$ cat src/rtl/divide_int_sequencer_pkg.sv
// Shared types and sizing helpers for the integer-divide command sequencer.
package divide_int_sequencer_pkg;

   typedef enum logic [2:0] {
      IDLE  = 3'd0,
      SETUP = 3'd1,
      RUN   = 3'd2,
      HOLD  = 3'd3,
      GAP   = 3'd4
   } seq_state_t;

   localparam int unsigned DEF_WIDTH_DEND     = 32;
   localparam int unsigned DEF_WIDTH_DSOR     = 32;
   localparam int unsigned DEF_GAP_CYCLES     = 2;
   localparam int unsigned DEF_TIMEOUT_MARGIN = 8;

   // Bits needed to hold values 0..value-1 (never less than 1).
   function automatic int unsigned clog2(input int unsigned value);
      int unsigned width;
      width = 1;
      for (int unsigned i = 1; i < 32; i++)
         if ((64'd1 << i) < 64'(value)) width = i + 1;
      return width;
   endfunction

   function automatic int unsigned timeout_w(input int unsigned width_dend,
                                             input int unsigned margin);
      return clog2(width_dend + 2 + margin + 1);
   endfunction

   function automatic int unsigned gap_w(input int unsigned gap_cycles);
      return clog2(gap_cycles + 1);
   endfunction

endpackage

$ cat src/rtl/divide_int_sequencer_if.sv
// Request, divider-facing and result handshake signals of the divide sequencer.
interface divide_int_sequencer_if
   import divide_int_sequencer_pkg::*;
#(
   parameter int unsigned WIDTH_DEND = DEF_WIDTH_DEND,
   parameter int unsigned WIDTH_DSOR = DEF_WIDTH_DSOR
);
   logic                  in_valid;
   logic                  in_ready;
   logic                  in_sign;
   logic [WIDTH_DEND-1:0] in_dend;
   logic [WIDTH_DSOR-1:0] in_dsor;
   logic                  div_start;
   logic                  div_sign;
   logic [WIDTH_DEND-1:0] div_dend;
   logic [WIDTH_DSOR-1:0] div_dsor;
   logic                  div_done;
   logic [WIDTH_DEND-1:0] div_quot;
   logic [WIDTH_DSOR-1:0] div_rmdr;
   logic                  out_valid;
   logic                  out_ready;
   logic [WIDTH_DEND-1:0] out_quot;
   logic [WIDTH_DSOR-1:0] out_rmdr;
   logic                  out_dz;
   logic                  out_err;

   modport slave (
      input  in_valid, in_sign, in_dend, in_dsor, div_done, div_quot, div_rmdr, out_ready,
      output in_ready, div_start, div_sign, div_dend, div_dsor,
             out_valid, out_quot, out_rmdr, out_dz, out_err
   );

   modport master (
      output in_valid, in_sign, in_dend, in_dsor, div_done, div_quot, div_rmdr, out_ready,
      input  in_ready, div_start, div_sign, div_dend, div_dsor,
             out_valid, out_quot, out_rmdr, out_dz, out_err
   );
endinterface

$ cat src/rtl/divide_int_sequencer_down_counter.sv
// Loadable down-counter with a zero flag; used for the RUN timeout and the GAP spacing.
module seq_down_counter #(
   parameter int unsigned WIDTH = 4
) (
   input  logic             clk,
   input  logic             rstn,
   input  logic             load,
   input  logic             dec,
   input  logic [WIDTH-1:0] load_value,
   output logic             zero
);
   logic [WIDTH-1:0] count;

   always_ff @(posedge clk or negedge rstn) begin
      if (!rstn)              count <= '0;
      else if (load)          count <= load_value;
      else if (dec && !zero)  count <= count - WIDTH'(1);
   end

   assign zero = (count == '0);
endmodule

$ cat src/rtl/divide_int_sequencer.sv
// Command stage for the sequential divider: accepts an operation, drives the level
// start protocol, captures the result and returns it, bypassing divide-by-zero and timeouts.
module divide_int_sequencer
   import divide_int_sequencer_pkg::*;
#(
   parameter int unsigned WIDTH_DEND     = DEF_WIDTH_DEND,
   parameter int unsigned WIDTH_DSOR     = DEF_WIDTH_DSOR,
   parameter int unsigned GAP_CYCLES     = DEF_GAP_CYCLES,
   parameter int unsigned TIMEOUT_MARGIN = DEF_TIMEOUT_MARGIN
) (
   input logic                   clk,
   input logic                   rstn,
   divide_int_sequencer_if.slave bus
);
   localparam int unsigned TO_LIMIT = WIDTH_DEND + 2 + TIMEOUT_MARGIN;
   localparam int unsigned TO_W     = timeout_w(WIDTH_DEND, TIMEOUT_MARGIN);
   localparam int unsigned GAP_W    = gap_w(GAP_CYCLES);

   seq_state_t state, state_next;
   logic       accept, dsor_zero;
   logic       to_load, to_dec, to_zero;
   logic       gap_load, gap_dec, gap_zero;

   assign accept    = (state == IDLE) && bus.in_valid;
   assign dsor_zero = (bus.in_dsor == '0);

   always_ff @(posedge clk or negedge rstn) begin
      if (!rstn) state <= IDLE;
      else       state <= state_next;
   end

   // Done and timeout share the last RUN cycle; done is checked first in the datapath.
   always_comb begin
      state_next = state;
      case (state)
         IDLE:    if (bus.in_valid) state_next = dsor_zero ? HOLD : SETUP;
         SETUP:   state_next = RUN;
         RUN:     if (bus.div_done || to_zero) state_next = HOLD;
         HOLD:    if (bus.out_ready) state_next = GAP;
         GAP:     if (gap_zero) state_next = IDLE;
         default: state_next = IDLE;
      endcase
   end

   always_comb begin
      bus.in_ready  = (state == IDLE) && rstn;
      bus.div_start = (state == RUN);
      bus.out_valid = (state == HOLD);
      to_load       = (state == SETUP);
      to_dec        = (state == RUN);
      gap_load      = (state == HOLD) && bus.out_ready;
      gap_dec       = (state == GAP);
   end

   always_ff @(posedge clk or negedge rstn) begin
      if (!rstn) begin
         bus.div_sign <= 1'b0;
         bus.div_dend <= '0;
         bus.div_dsor <= '0;
         bus.out_quot <= '0;
         bus.out_rmdr <= '0;
         bus.out_dz   <= 1'b0;
         bus.out_err  <= 1'b0;
      end else if (accept) begin
         bus.div_sign <= bus.in_sign;
         bus.div_dend <= bus.in_dend;
         bus.div_dsor <= bus.in_dsor;
         if (dsor_zero) begin
            bus.out_quot <= '1;
            bus.out_rmdr <= WIDTH_DSOR'(bus.in_dend);
            bus.out_dz   <= 1'b1;
            bus.out_err  <= 1'b0;
         end
      end else if (state == RUN) begin
         if (bus.div_done) begin
            bus.out_quot <= bus.div_quot;
            bus.out_rmdr <= bus.div_rmdr;
            bus.out_dz   <= 1'b0;
            bus.out_err  <= 1'b0;
         end else if (to_zero) begin
            bus.out_quot <= '0;
            bus.out_rmdr <= '0;
            bus.out_dz   <= 1'b0;
            bus.out_err  <= 1'b1;
         end
      end
   end

   // Loaded with limit-1 so RUN lasts exactly TO_LIMIT cycles before aborting.
   seq_down_counter #(.WIDTH(TO_W)) u_timeout (
      .clk        (clk),
      .rstn       (rstn),
      .load       (to_load),
      .dec        (to_dec),
      .load_value (TO_W'(TO_LIMIT - 1)),
      .zero       (to_zero)
   );

   seq_down_counter #(.WIDTH(GAP_W)) u_gap (
      .clk        (clk),
      .rstn       (rstn),
      .load       (gap_load),
      .dec        (gap_dec),
      .load_value (GAP_W'(GAP_CYCLES - 1)),
      .zero       (gap_zero)
   );
endmodule

$ cat src/flat_wrapper.sv
// flat-port wrapper written by rule: the top's interface ports become plain ports
module divide_int_sequencer_flat import divide_int_sequencer_pkg::*;
#(
   parameter int unsigned WIDTH_DEND     = DEF_WIDTH_DEND,
   parameter int unsigned WIDTH_DSOR     = DEF_WIDTH_DSOR,
   parameter int unsigned GAP_CYCLES     = DEF_GAP_CYCLES,
   parameter int unsigned TIMEOUT_MARGIN = DEF_TIMEOUT_MARGIN
)
  (clk, rstn, bus_in_valid, bus_in_sign, bus_in_dend, bus_in_dsor, bus_div_done, bus_div_quot, bus_div_rmdr, bus_out_ready, bus_in_ready, bus_div_start, bus_div_sign, bus_div_dend, bus_div_dsor, bus_out_valid, bus_out_quot, bus_out_rmdr, bus_out_dz, bus_out_err);
  divide_int_sequencer_if #(.WIDTH_DEND(WIDTH_DEND), .WIDTH_DSOR(WIDTH_DSOR)) bus_i ();
  input logic clk;
  input logic rstn;
  input wire logic [$bits(bus_i.in_valid)-1:0] bus_in_valid;
  input wire logic [$bits(bus_i.in_sign)-1:0] bus_in_sign;
  input wire logic [$bits(bus_i.in_dend)-1:0] bus_in_dend;
  input wire logic [$bits(bus_i.in_dsor)-1:0] bus_in_dsor;
  input wire logic [$bits(bus_i.div_done)-1:0] bus_div_done;
  input wire logic [$bits(bus_i.div_quot)-1:0] bus_div_quot;
  input wire logic [$bits(bus_i.div_rmdr)-1:0] bus_div_rmdr;
  input wire logic [$bits(bus_i.out_ready)-1:0] bus_out_ready;
  output wire logic [$bits(bus_i.in_ready)-1:0] bus_in_ready;
  output wire logic [$bits(bus_i.div_start)-1:0] bus_div_start;
  output wire logic [$bits(bus_i.div_sign)-1:0] bus_div_sign;
  output wire logic [$bits(bus_i.div_dend)-1:0] bus_div_dend;
  output wire logic [$bits(bus_i.div_dsor)-1:0] bus_div_dsor;
  output wire logic [$bits(bus_i.out_valid)-1:0] bus_out_valid;
  output wire logic [$bits(bus_i.out_quot)-1:0] bus_out_quot;
  output wire logic [$bits(bus_i.out_rmdr)-1:0] bus_out_rmdr;
  output wire logic [$bits(bus_i.out_dz)-1:0] bus_out_dz;
  output wire logic [$bits(bus_i.out_err)-1:0] bus_out_err;
  assign bus_i.in_valid = bus_in_valid;
  assign bus_i.in_sign = bus_in_sign;
  assign bus_i.in_dend = bus_in_dend;
  assign bus_i.in_dsor = bus_in_dsor;
  assign bus_i.div_done = bus_div_done;
  assign bus_i.div_quot = bus_div_quot;
  assign bus_i.div_rmdr = bus_div_rmdr;
  assign bus_i.out_ready = bus_out_ready;
  assign bus_in_ready = bus_i.in_ready;
  assign bus_div_start = bus_i.div_start;
  assign bus_div_sign = bus_i.div_sign;
  assign bus_div_dend = bus_i.div_dend;
  assign bus_div_dsor = bus_i.div_dsor;
  assign bus_out_valid = bus_i.out_valid;
  assign bus_out_quot = bus_i.out_quot;
  assign bus_out_rmdr = bus_i.out_rmdr;
  assign bus_out_dz = bus_i.out_dz;
  assign bus_out_err = bus_i.out_err;
  divide_int_sequencer #(.WIDTH_DEND(WIDTH_DEND), .WIDTH_DSOR(WIDTH_DSOR), .GAP_CYCLES(GAP_CYCLES), .TIMEOUT_MARGIN(TIMEOUT_MARGIN)) u_core (.clk(clk), .rstn(rstn), .bus(bus_i));
endmodule
$ cat config.mk
export PLATFORM = sky130hd
export DESIGN_NAME = divide_int_sequencer_flat
export DESIGN_NICKNAME = d
export VERILOG_FILES = /design/src/rtl/divide_int_sequencer_pkg.sv /design/src/rtl/divide_int_sequencer_if.sv /design/src/rtl/divide_int_sequencer_down_counter.sv /design/src/rtl/divide_int_sequencer.sv /design/src/flat_wrapper.sv
export SDC_FILE = /design/constraint.sdc
export NUM_CORES = 1
export LEC_CHECK = 0
export ABC_AREA = 1
export CORE_AREA = 8 8 101 126
export CTS_CLUSTER_SIZE = 25
export DETAILED_ROUTE_END_ITERATION = 6
export DIE_AREA = 0 0 109 134
export DONT_BUFFER_PORTS = 1
export PLACE_DENSITY = 0.75
export SLEW_MARGIN = 20
export SYNTH_ARGS = -nofsm -noshare
export SYNTH_HDL_FRONTEND = slang
export SYNTH_SLANG_ARGS = --single-unit
export TNS_END_PERCENT = 1
$ cat constraint.sdc
create_clock -name clk -period 2.2 [get_ports clk]
set_clock_uncertainty 0.1 [all_clocks]
set_input_delay 0.33 -clock clk [delete_from_list [all_inputs] [get_ports clk]]
set_output_delay 0.33 -clock clk [all_outputs]
set_load 0.005 [all_outputs]
# Yosys cells after proc, flatten, opt, wreduce, memory -nomap -nowiden
# Cells that the tools add are included.
[totals] register_bits=142 input_bits=134 out_inout_bits=134 wordCells=68
[op_classes] addsub=2 n_eq_ne=9 n_mux=29 reduce_logical=18
[ops] cell="32-bit 2-to-1 mux" count=9
[ops] cell="32-bit logical NOT" count=1
[ops] cell="3-bit case mux with 5 select lines" count=1
[ops] cell="3-bit 2-to-1 mux" count=4
[ops] cell="6-bit 2-to-1 mux" count=2
[ops] cell="1-bit 2-to-1 mux" count=10
[ops] cell="3-bit by 2-bit == test with 1-bit output (second input constant)" count=2
[ops] cell="6-bit logical NOT" count=1
[ops] cell="2-bit 2-to-1 mux" count=3
[ops] cell="2-bit inequality test (second input constant)" count=3
[ops] cell="2-bit nonzero test" count=3
[ops] cell="6-bit by 1-bit subtractor with 6-bit output (second input constant)" count=1
[ops] cell="1-bit logical AND" count=5
[ops] cell="2-bit by 1-bit inequality test with 1-bit output (second input constant)" count=2
[ops] cell="4-bit AND reduction" count=1
[ops] cell="3-bit by 1-bit == test with 1-bit output (second input constant)" count=1
[ops] cell="3-bit == test (second input constant)" count=1
[ops] cell="3-bit logical NOT" count=1
[ops] cell="3-bit AND reduction" count=1
[ops] cell="3-bit nonzero test" count=1
[ops] cell="1-bit logical NOT" count=2
[ops] cell="2-bit logical NOT" count=1
[ops] cell="2-bit by 1-bit subtractor with 2-bit output (second input constant)" count=1
[ops] cell="1-bit logical OR" count=1

# Depth between registers and ports, before layout
# Gate-level depths: netlist (run 1).
[logic_depth] word_depth=5 depth_mapped=12 depth_no_buf=10

# Hierarchy
# Synthesis (run 1) repeated with hierarchy kept, for this count alone.
[hier_totals] hier_cells=847 hier_area_um2=6561.3
[modules_own_cells] module="divide_int_sequencer" instances=1 cells_each=773 area_each_um2=6008.3 seq_area_each_um2=3353.2
[modules_own_cells] module="seq_down_counter at u_core.u_timeout" instances=1 cells_each=55 area_each_um2=425.4 seq_area_each_um2=150.1
[modules_own_cells] module="seq_down_counter at u_core.u_gap" instances=1 cells_each=19 area_each_um2=127.6 seq_area_each_um2=50.0

# Worst setup path before layout (run 1)
# No wires, ideal clock.
[synth_path] path_type="register -> register" startpoint="register u_core.state[0]" endpoint="register u_core.bus.out_quot[10] (netlist bit)" setup_ps=116 arrival_ps=1361 required_time_ps=1984 setup_slack_ps=623 stages_incl_launch_ff=11 path_buffers=2 synth_period_minus_slack_ps=1577 path_cell_list="dfrtp_1 > nor2_2 > inv_1 > nor2_1 > inv_1 > nand2_1 > nand2_2 > buf_6 > buf_4 > nand2_1 > nand2_1"
[synth_between] word_cells_on_any_way=8 classes_between="2 x eq/ne; 1 x mux; 5 x reduce/logical"
[synth_lines] item="start: declaration" line_no="divide_int_sequencer.sv:19" text="seq_state_t state, state_next;"
[synth_lines] item="start signal: assignment" line_no="divide_int_sequencer.sv:29" text="else state <= state_next;"
[synth_lines] item="3-bit by 2-bit == test with 1-bit output"
[synth_lines] item="net bus_div_start" line_no="flat_wrapper.sv:22" text="output wire logic [$bits(bus_i.div_start)-1:0] bus_div_start;"
[synth_lines] item="2-bit nonzero test (no line)"
[synth_lines] item="3-bit AND reduction (no line)"
[synth_lines] item="end signal: assignment" line_no="divide_int_sequencer.sv:76" text="bus.out_quot <= bus.div_quot;"
[synth_lines] item="end: declaration" line_no="divide_int_sequencer_if.sv:30" text="out_valid, out_quot, out_rmdr, out_dz, out_err"
# The timed path passes the listed nets, and every way through them passes these cells.
# A chain may end at the register's enable or synchronous reset.

# Final worst setup path (run 1)
[layout_path] startpoint="register u_core.state[0]" endpoint="register u_core.u_timeout.count[5]"
[layout_between] elab_chain_cells=3 word_cells_on_any_way=5 classes_between="2 x eq/ne; 1 x mux; 2 x reduce/logical"
[layout_lines] item="3-bit by 2-bit == test with 1-bit output"
[layout_lines] item="net bus_div_start" line_no="flat_wrapper.sv:22"
[layout_lines] item="1-bit logical AND" line_no="divide_int_sequencer_down_counter.sv:17" text="else if (dec && !zero) count <= count - WIDTH'(1);"
[layout_lines] item="2-bit nonzero test (no line)"
[layout_lines] item="end signal: assignment" line_no="divide_int_sequencer_down_counter.sv:16" text="else if (load) count <= load_value;"
[layout_lines] item="end signal: assignment" line_no="divide_int_sequencer_down_counter.sv:17"
[layout_lines] item="end: declaration" line_no="divide_int_sequencer_down_counter.sv:12" text="logic [WIDTH-1:0] count;"
# The timed path passes the listed nets, and every way through them passes these cells.

==> impl_metrics.py, run 1 <==
metrics = {
    "logic_synthesis": {
        "ys_seq_area_frac": 0.560,
        "synth_seq_cells": 142,
        "netlist_area_mm2": 0.00634,
        "ys_warn_count": 0,
        "syn_nets": 954,
        "synth_cells": 817,
        "ys_types": 23,
        "syn_avg_cell_area_um2": 7.77,
    },
    "route": {
        "drt-initial-drc-count": 536,
        "routed_wl_um": 19300,
        "wl_per_cell_um": 19.2,
        "vias": 5733,
        "dr.pass1.iters": 7,
        "route.detailed.drc": 0,
        "viasPerCell": 5.68,
        "postRouteAntennaNets": 0,
    },
    "sta": {
        "tightestPinTransition_ns": 0.592,
        "fin_crit_ns": 1.90,
        "drv_slew": 0,
        "setup_viol": 0,
        "maxSlewHeadroom": 0.605,
        "hold_violations": 142,
        "whs_ns": -0.486,
        "rsz0062_at_grt": "false",
        "finalSetupTns_ns": 0,
        "fmax_mhz": 525,
        "fin_crit_sh": 0.866,
    },
    "die": {
        "core_mm2": 0.0108,
        "io-pin-count": 268,
        "design.die.area_mm2": 0.0146,
        "die-height_um": 134,
        "die_x_um": 109,
        "initial_core_util": 0.587,
        "rows": 43,
    },
    "placement": {
        "portBuffers": 0,
        "place_area_mm2": 0.00639,
        "dp_hpwl_um": 12400,
        "gp_congestion": 0.856,
    },
    "final_layout": {
        "area_growth_pct": 20.9,
        "drive_gt1_frac": 0.0538,
        "nets": 997,
        "final_cell_area_mm2": 0.00767,
    },
    "pwr": {
        "p_leak_nw": 4.26,
        "p_per_area_mw_per_mm2": 1400,
        "ir_drop_mv": 0.831,
    },
    "clock_tree": {
        "tritoncts": "built",
        "cts_resized": 0,
        "cts_max_path_buffers": 2,
        "clk_pin_slew_worst_paths_ns": 0.06,
        "clock_sinks": 142,
        "cts_hold_buf": 65,
        "cts-root-buf": "clkbuf_16",
        "h-tree-depth": 4,
        "clock_latency_ns": 0.41,
        "numCtsBuffers": 17,
    },
    "global_route": {
        "use_met2": 0.423,
        "grt_pass1_wl_um": 30400,
        "grtUsageMet1": 0.305,
        "grt-ovfl-total": 0,
        "grt_pass1_vias": 5770,
        "grt_max_degree": 144,
        "top_usage_layer": "met2",
        "track_usage": 0.266,
        "grt_antenna_before_repair": 2,
        "gr-usage-met3": 0.109,
    },
    "setup_path": {
        "crit_arrival_ns": 2.09,
        "path_max_fanout": 6,
        "worstSetupPathType": "flip-flop to flip-flop",
        "end_kind": "flip-flop",
        "ff2ff_setup_slack_ns": 0.30,
        "start_kind": "flip-flop",
        "worstPathRequired_ns": 2.39,
    },
    "worst_hold_path": {
        "hold_path_class": "input port to asynchronous set/reset pin",
    },
    "status": {
        "outcome": "finished with violations",
        "violations": "hold timing",
    },
    "flow_run": {
        "maxCapViolations": 0,
    },
}
final timing paths:
check / from / to / cells past startpoint
max in group asynchronous: rstn / u_core.bus.out_rmdr[6]$_DFFE_PN0P_ / 0
min in group clk: bus_out_ready / u_core.state[0]$_DFFE_PN0P_ / 3
setup reg to reg: u_core.state[0]$_DFFE_PN0P_ / u_core.u_timeout.count[5]$_DFFE_PN0P_ / 8
hold / removal: rstn / u_core.bus.div_dend[30]$_DFFE_PN0P_ / 0
setup / recovery: u_core.state[0]$_DFFE_PN0P_ / u_core.u_timeout.count[5]$_DFFE_PN0P_ / 8
hold reg to reg: u_core.u_timeout.count[0]$_DFFE_PN0P_ / u_core.u_timeout.count[0]$_DFFE_PN0P_ / 1
kinds of logic (layout without fill, tap and decap cells):
group           after synthesis  count (layout)  synth area share
buf+inv                      68             124            0.0493
other cells                   0               2                 0
flops                       142             142             0.560
simple gates                592             592             0.375
compound gates               12              12           0.00986
fa+ha+maj                     3               3           0.00592
stage by stage:
stage                     utilization  worst slack (ns)  std cells  hold WS [ns]  total power, mW
after global placement          0.591             0.374        911       -0.0616             7.48
after CTS                       0.709             0.291       1008        -0.504             10.8
after detailed placement        0.591             0.328        911       -0.0616             7.64
after global routing            0.710             0.158       1010        -0.509             11.5
final                           0.710             0.296       1010        -0.486             10.7
after floorplan                     -             0.623        817       -0.0656             6.71
critical path, cell delays in order, from the launching register on:
cell	delay, ns
dfrtp_1	0.41
nor2_2	0.20
inv_1	0.08
nor2_1	0.24
nand2_1	0.21
nor3_1	0.32
nand2_1	0.09
nand2_1	0.07
nand3_1	0.06
layout make-up:
cell class | instances | area (um^2)
Tap cell | 135 | 169
Fill cell | 769 | 3140
Antenna cell | 2 | 5.00
Inverter | 19 | 71.3
Clock buffer | 21 | 470
Multi-Input combinational cell | 607 | 2490
Clock inverter | 11 | 155
Sequential cell | 142 | 3550
Timing Repair Buffer | 73 | 761
report_power, final:
part / internal (mW) / leakage (nW) / switching (mW)
Combinational: 1.02 / 2.16 / 1.94
Sequential: 3.73 / 1.80 / 1.06
Clock: 1.89 / 0.305 / 1.10
synthesized netlist by cell type:
| library cell | count | area [um^2] |
|---|---|---|
| nand2_1 | 450 | 1690 |
| dfrtp_1 | 142 | 3550 |
| nand3_1 | 101 | 505 |
| nor2_1 | 29 | 109 |
| clkbuf_1 | 21 | 78.8 |
| buf_2 | 19 | 95.1 |
| inv_1 | 16 | 60.1 |
| o21ai_0 | 7 | 35.0 |
| nor3_1 | 4 | 20.0 |
| a21oi_1 | 3 | 15.0 |
| buf_1 | 3 | 11.3 |
| buf_4 | 3 | 22.5 |
| buf_6 | 3 | 33.8 |
| ha_1 | 3 | 37.5 |
| inv_2 | 3 | 11.3 |
| nand2_2 | 2 | 12.5 |
| o22ai_1 | 2 | 12.5 |
| and3_1 | 1 | 6.26 |
| nand3_2 | 1 | 10.0 |
| nand3b_1 | 1 | 7.51 |
| nand4_1 | 1 | 6.26 |
| nor2_2 | 1 | 6.26 |
| or2_1 | 1 | 6.26 |
sequential cells by signal, indices dropped and copies added, names as in the netlist:
| name | flops |
|---|---|
| u_core.bus.div_dend | 32 |
| u_core.bus.div_dsor | 32 |
| u_core.bus.div_sign | 1 |
| u_core.bus.out_dz | 1 |
| u_core.bus.out_err | 1 |
| u_core.bus.out_quot | 32 |
| u_core.bus.out_rmdr | 32 |
| u_core.state | 3 |
| u_core.u_gap.count | 2 |
| u_core.u_timeout.count | 6 |
cells in the final DEF, fill, tap and decap left out:
cell type        n
and3_1           1
nor2_2           1
nor3_1           4
inv_6            3
o21ai_0          7
nand2_2          3
nand2_1        449
o22ai_1          2
diode_2          2
nand3_4          1
inv_2            3
inv_1           16
clkbuf_1         1
ha_1             3
clkinv_4         3
dlygate4sd3_1   65
nand3_1        101
a21oi_1          3
nor2_1          29
buf_12           4
clkinvlp_4       1
clkinv_2         1
clkbuf_8         3
buf_4            4
nand4_1          1
nand3b_1         1
or2_1            1
bufinv_16        3
dfrtp_1        142
clkbuf_16       17
routing by layer:
layer	wire length (um)	vias to the layer above	share of wire
met3	2530	47	0.13
met5	0	-	0
met1	6700	2681	0.35
li1	-	2630	-
met4	660	0	0.034
met2	9460	375	0.49
repair_timing:
| item | CTS | global route |
|---|---|---|
| buffers inserted | 0 | 0 |
| hold endpoints to repair | 208 | 142 |
| endpoints found under the setup margin | 0 | 0 |
Power figures use the tool's default switching activity.
==> inputs of run 2 (changes only) <==
--- a/config.mk
+++ b/config.mk
@@ -5,13 +5,12 @@
 export SDC_FILE = /design/constraint.sdc
 export NUM_CORES = 1
 export LEC_CHECK = 0
-export ABC_AREA = 1
-export CORE_AREA = 8 8 101 126
+export CORE_AREA = 8 8 102 127
 export CTS_CLUSTER_SIZE = 25
 export DETAILED_ROUTE_END_ITERATION = 6
-export DIE_AREA = 0 0 109 134
+export DIE_AREA = 0 0 110 135
 export DONT_BUFFER_PORTS = 1
-export PLACE_DENSITY = 0.75
+export PLACE_DENSITY = 0.74
 export SLEW_MARGIN = 20
 export SYNTH_ARGS = -nofsm -noshare
 export SYNTH_HDL_FRONTEND = slang
==> constraint.sdc (replaced) <==
create_clock -name clk -period 2 [get_ports clk]
set_clock_uncertainty 0.1 [all_clocks]
set_input_delay 0.3 -clock clk [delete_from_list [all_inputs] [get_ports clk]]
set_output_delay 0.3 -clock clk [all_outputs]
set_load 0.005 [all_outputs]
==> impl_metrics.py, run 2 <==
metrics = {
    "pwr": {
        "clockPowerShare": 0.229,
        "p_per_area_mw_per_mm2": 1580,
        "p_switching_mw": 5.07,
        "p_int_mw": 8.29,
        "pwr-share-seq": 0.416,
        "pwr-share-comb": 0.354,
        "swShare": 0.380,
        "p_leak_nw": 4.03,
        "ir_drop_mv": 0.987,
    },
    "setup_path": {
        "ff2ff_setup_slack_ns": -0.19,
        "reg2reg_from": "u_core.u_timeout.count[1]$_DFFE_PN0P_",
        "reg2regPathDepth": 9,
        "r2r-end": "u_core.bus.out_quot[3]$_DFFE_PN0P_",
        "start_kind": "flip-flop",
        "end_kind": "flip-flop",
        "worstPathRequired_ns": 2.22,
        "crit_arrival_ns": 2.42,
        "crit_start": "u_core.u_timeout.count[1]$_DFFE_PN0P_",
        "cp-endpoint": "u_core.bus.out_quot[3]$_DFFE_PN0P_",
        "worstSetupPathType": "flip-flop to flip-flop",
        "path_max_fanout": 7,
    },
    "die": {
        "io-pin-count": 268,
        "die-height_um": 135,
        "design.die.area_mm2": 0.0149,
        "rows": 43,
        "die_x_um": 110,
        "initial_core_util": 0.583,
        "core_mm2": 0.0109,
    },
    "logic_synthesis": {
        "yosys.area.top_type": "dfrtp_1",
        "synthMuxAreaShare": 0,
        "synth_edf_count": 0,
        "async_flop_share": 1.00,
        "synth_top_area_frac": 0.558,
        "ys_seq_area_frac": 0.558,
        "synth_top_family_by_area": "simple AND/OR/NAND/NOR gates",
        "synth_compound_area_frac": 0.170,
        "synthAdderAreaFrac": 0.00589,
        "synth_seq_cells": 142,
        "synth_flop_cell": "dfrtp_1",
        "synth-simple-area-share": 0.218,
        "synthTopCellsByArea": "dfrtp_1, nand2_1, a21oi_1",
        "syn_nets": 833,
        "ys_types": 37,
        "synth_xor_area_frac": 0.00412,
        "yosysMostFrequentCell": "nand2_1",
        "synth_cells": 696,
        "syn_avg_cell_area_um2": 9.15,
        "ys_top_cells_by_count": "nand2_1, dfrtp_1, nor2_1, a21oi_1, clkbuf_1",
        "netlist_area_mm2": 0.00637,
        "ys_warn_count": 0,
    },
    "final_layout": {
        "layout_commonest_cell": "nand2_1",
        "final_cell_area_mm2": 0.00848,
        "final_core_util": 0.776,
        "area_growth_pct": 33.1,
        "n_antenna_cell": 0,
        "nets": 935,
        "final_cell_mix": "nand2_1, dfrtp_1, dlygate4sd3_1",
        "drive_gt1_frac": 0.141,
    },
    "sta": {
        "maxSlewHeadroom": 0.333,
        "tightestPinTransition_ns": 0.997,
        "fmax_mhz": 456,
        "drv_slew": 0,
        "setup_viol": 67,
        "fin_crit_ns": 2.19,
        "fin_crit_sh": 1.10,
        "whs_ns": -0.512,
        "worst_slack_ns": -0.194,
        "rsz0062_at_grt": "true",
        "finalSetupTns_ns": -8.55,
        "hold_violations": 142,
    },
    "worst_hold_path": {
        "hold_path_class": "input port to asynchronous set/reset pin",
    },
    "placement": {
        "gp_congestion": 0.837,
        "portBuffers": 0,
        "place_area_mm2": 0.00672,
        "dp_hpwl_um": 13200,
    },
    "clock_tree": {
        "numCtsBuffers": 17,
        "clock_latency_ns": 0.41,
        "h-tree-depth": 4,
        "cts_max_path_buffers": 2,
        "tritoncts": "built",
        "clk_pin_slew_worst_paths_ns": 0.06,
        "cts-root-buf": "clkbuf_16",
        "clock_sinks": 142,
    },
    "global_route": {
        "grt_max_degree": 144,
        "track_usage": 0.285,
        "grt_pass1_vias": 6210,
        "grt_antenna_before_repair": 0,
        "grt_pass1_wl_um": 32800,
        "grt-ovfl-total": 0,
    },
    "status": {
        "outcome": "finished with violations",
        "violations": "hold timing, setup timing",
    },
    "route": {
        "maxUsedRoutingLayer": "met4",
        "wl_met2_um": 11300,
        "drt-initial-drc-count": 590,
        "viasPerCell": 6.23,
        "vias": 5891,
        "routed_wl_um": 22000,
        "route.detailed.drc": 0,
        "dr.pass1.iters": 5,
        "postRouteAntennaNets": 0,
        "m1WireLength_um": 7180,
        "dr_wl_met3_um": 2520,
        "wl_per_cell_um": 23.3,
    },
    "flow_run": {
        "maxCapViolations": 0,
    },
}
==> run 2: changes by cell type after synthesis, sizes merged, moves of 5 or more <==
| cell | before | now |
|---|---|---|
| a21oi | 3 | 67 |
| a22oi | 0 | 32 |
| buf | 28 | 23 |
| clkbuf | 21 | 35 |
| inv | 19 | 6 |
| nand2 | 452 | 202 |
| nand3 | 102 | 34 |
| nor2 | 30 | 74 |
| nor4 | 0 | 8 |
| o211a | 0 | 32 |
| o211ai | 0 | 5 |
==> run 2: power groups by stage <==
stage               Sequential [mW]  Clock (mW)  Combinational [mW]
floorplan                      5.05           0                2.95
global placement               5.51           0                3.76
detailed placement             5.54           0                3.99
CTS                            5.53        3.09                4.46
global route                   5.70        3.22                5.20
finish                         5.56        3.07                4.73
==> run 2: area by class of cell <==
type,instances,area (um^2)
clock buffers,18,429
fillers,650,2440
multi-input cells,490,2630
well taps,135,169
inverters,6,25.0
repair buffers,141,1530
flip-flops and latches,142,3550
clock inverters,14,141
==> run 2: logic make-up after synthesis <==
family                   count (synthesis)
AND/OR/NAND/NOR                        334
AO/OA/AOI/OAI                          150
adder cells (fa/ha/maj)                  3
XOR/XNOR                                 3
flip-flops                             142
buffers and inverters                   64
==> run 2: what timing repair did <==
action	in CTS	in global routing
gates resized for setup	14	21
setup endpoints to repair	74	83
hold endpoints to repair	236	143
hold buffers	94	1
buffers inserted	5	2
pin swaps	65	36
cloned	3	2
==> run 2: through the flow <==
stage | setup slack (ns) | hold WS, ns | cells | total power, mW
6_report | -0.194 | -0.512 | 946 | 13.4
3_3_place_gp | -0.141 | -0.0911 | 810 | 9.27
5_1_grt | -0.268 | -0.531 | 946 | 14.1
3_5_place_dp | -0.183 | -0.0916 | 810 | 9.53
4_1_cts | -0.164 | -0.526 | 944 | 13.1
2_1_floorplan | -0.101 | -0.0956 | 696 | 8.00
==> run 2: how the worst min path moves through the flow <==
stage	from	endpoint
after floorplan	rstn	u_core.bus.div_dend[0]$_DFFE_PN0P_
after global placement	rstn	u_core.bus.div_dend[10]$_DFFE_PN0P_
after detailed placement	rstn	u_core.bus.div_dend[10]$_DFFE_PN0P_
after CTS	rstn	u_core.bus.out_rmdr[15]$_DFFE_PN0P_
after global routing	rstn	u_core.bus.out_rmdr[16]$_DFFE_PN0P_
final	rstn	u_core.bus.out_rmdr[16]$_DFFE_PN0P_
==> run 2: routing by layer <==
layer,global-route usage,vias to the layer above
met1,0.304,2826
met4,0.154,0
met2,0.481,415
met5,0,-
li1,-,2570
met3,0.0935,80
==> run 2: critical path, cell delays in order (launching register included) <==
cell and delay (ns):
dfrtp_1 0.39, inv_2 0.07, ha_2 0.16, or4b_4 0.50
o31ai_4 0.19, buf_6 0.20, buf_12 0.16, buf_12 0.12
nor2_1 0.04, a21oi_1 0.16
==> inputs of run 3 (changes only) <==
--- a/config.mk
+++ b/config.mk
@@ -5,12 +5,11 @@
 export SDC_FILE = /design/constraint.sdc
 export NUM_CORES = 1
 export LEC_CHECK = 0
-export CORE_AREA = 8 8 102 127
+export CORE_AREA = 8 8 127 158
 export CTS_CLUSTER_SIZE = 25
 export DETAILED_ROUTE_END_ITERATION = 6
-export DIE_AREA = 0 0 110 135
+export DIE_AREA = 0 0 135 166
 export DONT_BUFFER_PORTS = 1
-export PLACE_DENSITY = 0.74
 export SLEW_MARGIN = 20
 export SYNTH_ARGS = -nofsm -noshare
 export SYNTH_HDL_FRONTEND = slang
==> impl_metrics.py, run 3 (synthesized netlist as in run 2, its figures left out) <==
metrics = {
    "sta": {
        "hold_violations": 142,
        "setup_viol": 66,
        "maxSlewHeadroom": 0.746,
        "drv_slew": 0,
        "whs_ns": -0.524,
        "fin_crit_ns": 2.19,
        "fin_crit_sh": 1.09,
        "tightestPinTransition_ns": 0.375,
        "fmax_mhz": 457,
        "rsz0062_at_grt": "true",
        "worst_slack_ns": -0.188,
    },
    "worst_hold_path": {
        "hold_path_class": "input port to asynchronous set/reset pin",
    },
    "clock_tree": {
        "clk_pin_slew_worst_paths_ns": 0.06,
        "tritoncts": "built",
        "cts_max_path_buffers": 2,
        "h-tree-depth": 4,
        "clock_latency_ns": 0.42,
        "cts_hold_buf": 99,
        "cts-root-buf": "clkbuf_16",
        "clock_sinks": 142,
        "numCtsBuffers": 17,
    },
    "die": {
        "design.die.area_mm2": 0.0224,
        "rows": 55,
        "die-height_um": 166,
        "die_x_um": 135,
        "core_mm2": 0.0178,
        "io-pin-count": 268,
        "initial_core_util": 0.359,
    },
    "final_layout": {
        "drive_gt1_frac": 0.151,
        "final_cell_mix": "nand2_1, dfrtp_1, dlygate4sd3_1",
        "final_cell_area_mm2": 0.00875,
        "fillers": 1584,
        "layout_commonest_cell": "nand2_1",
        "nets": 940,
        "area_growth_pct": 37.4,
    },
    "route": {
        "drt-initial-drc-count": 520,
        "wl_per_cell_um": 21.0,
        "postRouteAntennaNets": 0,
        "viasPerCell": 5.45,
        "routed_wl_um": 21900,
        "route.detailed.drc": 0,
        "dr.pass1.iters": 6,
        "vias": 5702,
    },
    "placement": {
        "place_area_mm2": 0.00685,
        "portBuffers": 0,
        "dp_hpwl_um": 13900,
        "pre_cts_slack_ns": -0.243,
        "gp_congestion": 0.791,
    },
    "global_route": {
        "grt-ovfl-total": 0,
        "grt_pass1_vias": 6124,
        "grt_antenna_before_repair": 2,
        "track_usage": 0.189,
        "grt_pass1_wl_um": 33700,
        "grt_max_degree": 144,
    },
    "setup_path": {
        "worstPathRequired_ns": 2.19,
        "path_max_fanout": 31,
        "crit_chain": "inv_2, ha_4, or4b_4, o31a_1, buf_12, a21oi_1, a21oi_2",
        "reg2regPathDepth": 7,
        "cp_slowest_cell": "or4b_4",
        "worstSetupPathType": "flip-flop to flip-flop",
        "crit_arrival_ns": 2.38,
        "slowest_delay_ns": 0.48,
        "start_kind": "flip-flop",
        "end_kind": "flip-flop",
    },
    "pwr": {
        "ir_drop_mv": 0.668,
        "p_leak_nw": 4.09,
        "p_per_area_mw_per_mm2": 1530,
    },
    "status": {
        "violations": "hold timing, setup timing",
        "outcome": "finished with violations",
    },
    "flow_run": {
        "maxCapViolations": 0,
    },
}
-- run 3: cell count changes in the layout (fill, tap and decap cells not counted), sizes merged, moves of 2 or more --
| cell | previous run | this run |
|---|---|---|
| clkbuf | 20 | 24 |
| diode | 0 | 2 |
| dlygate4sd3 | 95 | 98 |
| inv | 9 | 11 |
-- run 3: layout make-up --
type | instances | area (um^2) | area share
timing repair buffer | 146 | 1630 | 0.187
multi-input combinational | 490 | 2670 | 0.305
antenna | 2 | 5.00 | 0.000572
sequential | 142 | 3550 | 0.406
clock buffer | 19 | 453 | 0.0517
clock inverter | 13 | 130 | 0.0149
tap | 228 | 285 | 0.0326
inverter | 6 | 22.5 | 0.00257
-- run 3: worst max-delay path, delay by kind of cell (launching register included) --
| family | cells | cell delay, ns |
|---|---|---|
| compound gates | 3 | 0.66 |
| simple gates | 1 | 0.48 |
| flops | 1 | 0.39 |
| buf+inv | 2 | 0.30 |
| fa+ha+maj | 1 | 0.12 |
-- run 3: what timing repair did --
action,4_1_cts,5_1_grt
cloned,2,5
hold endpoints to repair,241,142
buffers inserted,3,1
pin swaps,44,46
gates resized for setup,13,27
endpoints found under the setup margin,68,71
-- run 3: path summary, 6_finish.rpt --
check,start,end,slack (ns)
setup / recovery,u_core.u_timeout.count[1]$_DFFE_PN0P_,u_core.bus.out_quot[11]$_DFFE_PN0P_,-0.19
hold / removal,rstn,u_core.bus.out_quot[0]$_DFFE_PN0P_,-0.52
setup reg to reg,u_core.u_timeout.count[1]$_DFFE_PN0P_,u_core.bus.out_quot[11]$_DFFE_PN0P_,-0.19
hold reg to reg,u_core.bus.div_dend[24]$_DFFE_PN0P_,u_core.bus.div_dend[24]$_DFFE_PN0P_,0.41
max in group asynchronous,rstn,u_core.bus.out_rmdr[25]$_DFFE_PN0P_,2.09
min in group clk,bus_in_valid,u_core.state[1]$_DFFE_PN0P_,0.03
-- run 3: metal layers --
layer | GRT usage | routed length, um | up-vias
met5 | 0 | 0 | -
met4 | 0.0847 | 635 | 0
met2 | 0.326 | 11400 | 290
met1 | 0.201 | 7880 | 2777
met3 | 0.0702 | 2070 | 48
li1 | - | - | 2587
-- run 3: per-stage QoR --
step                total power, mW  setup TNS [ns]  utilization  instances
floorplan                      8.00           -5.82            -        696
finish                         13.4           -6.94        0.493       1046
CTS                            13.2           -8.66        0.483       1040
global placement               9.36           -7.61        0.386        904
detailed placement             9.60          -12.05        0.386        904
global route                   14.3          -12.17        0.493       1046
-- run 3: power by group --
group / internal [mW] / switching (mW) / total (mW)
Combinational: 2.30 / 2.44 / 4.74
Sequential: 4.23 / 1.29 / 5.52
Clock: 1.81 / 1.32 / 3.13
Total: 8.34 / 5.05 / 13.4
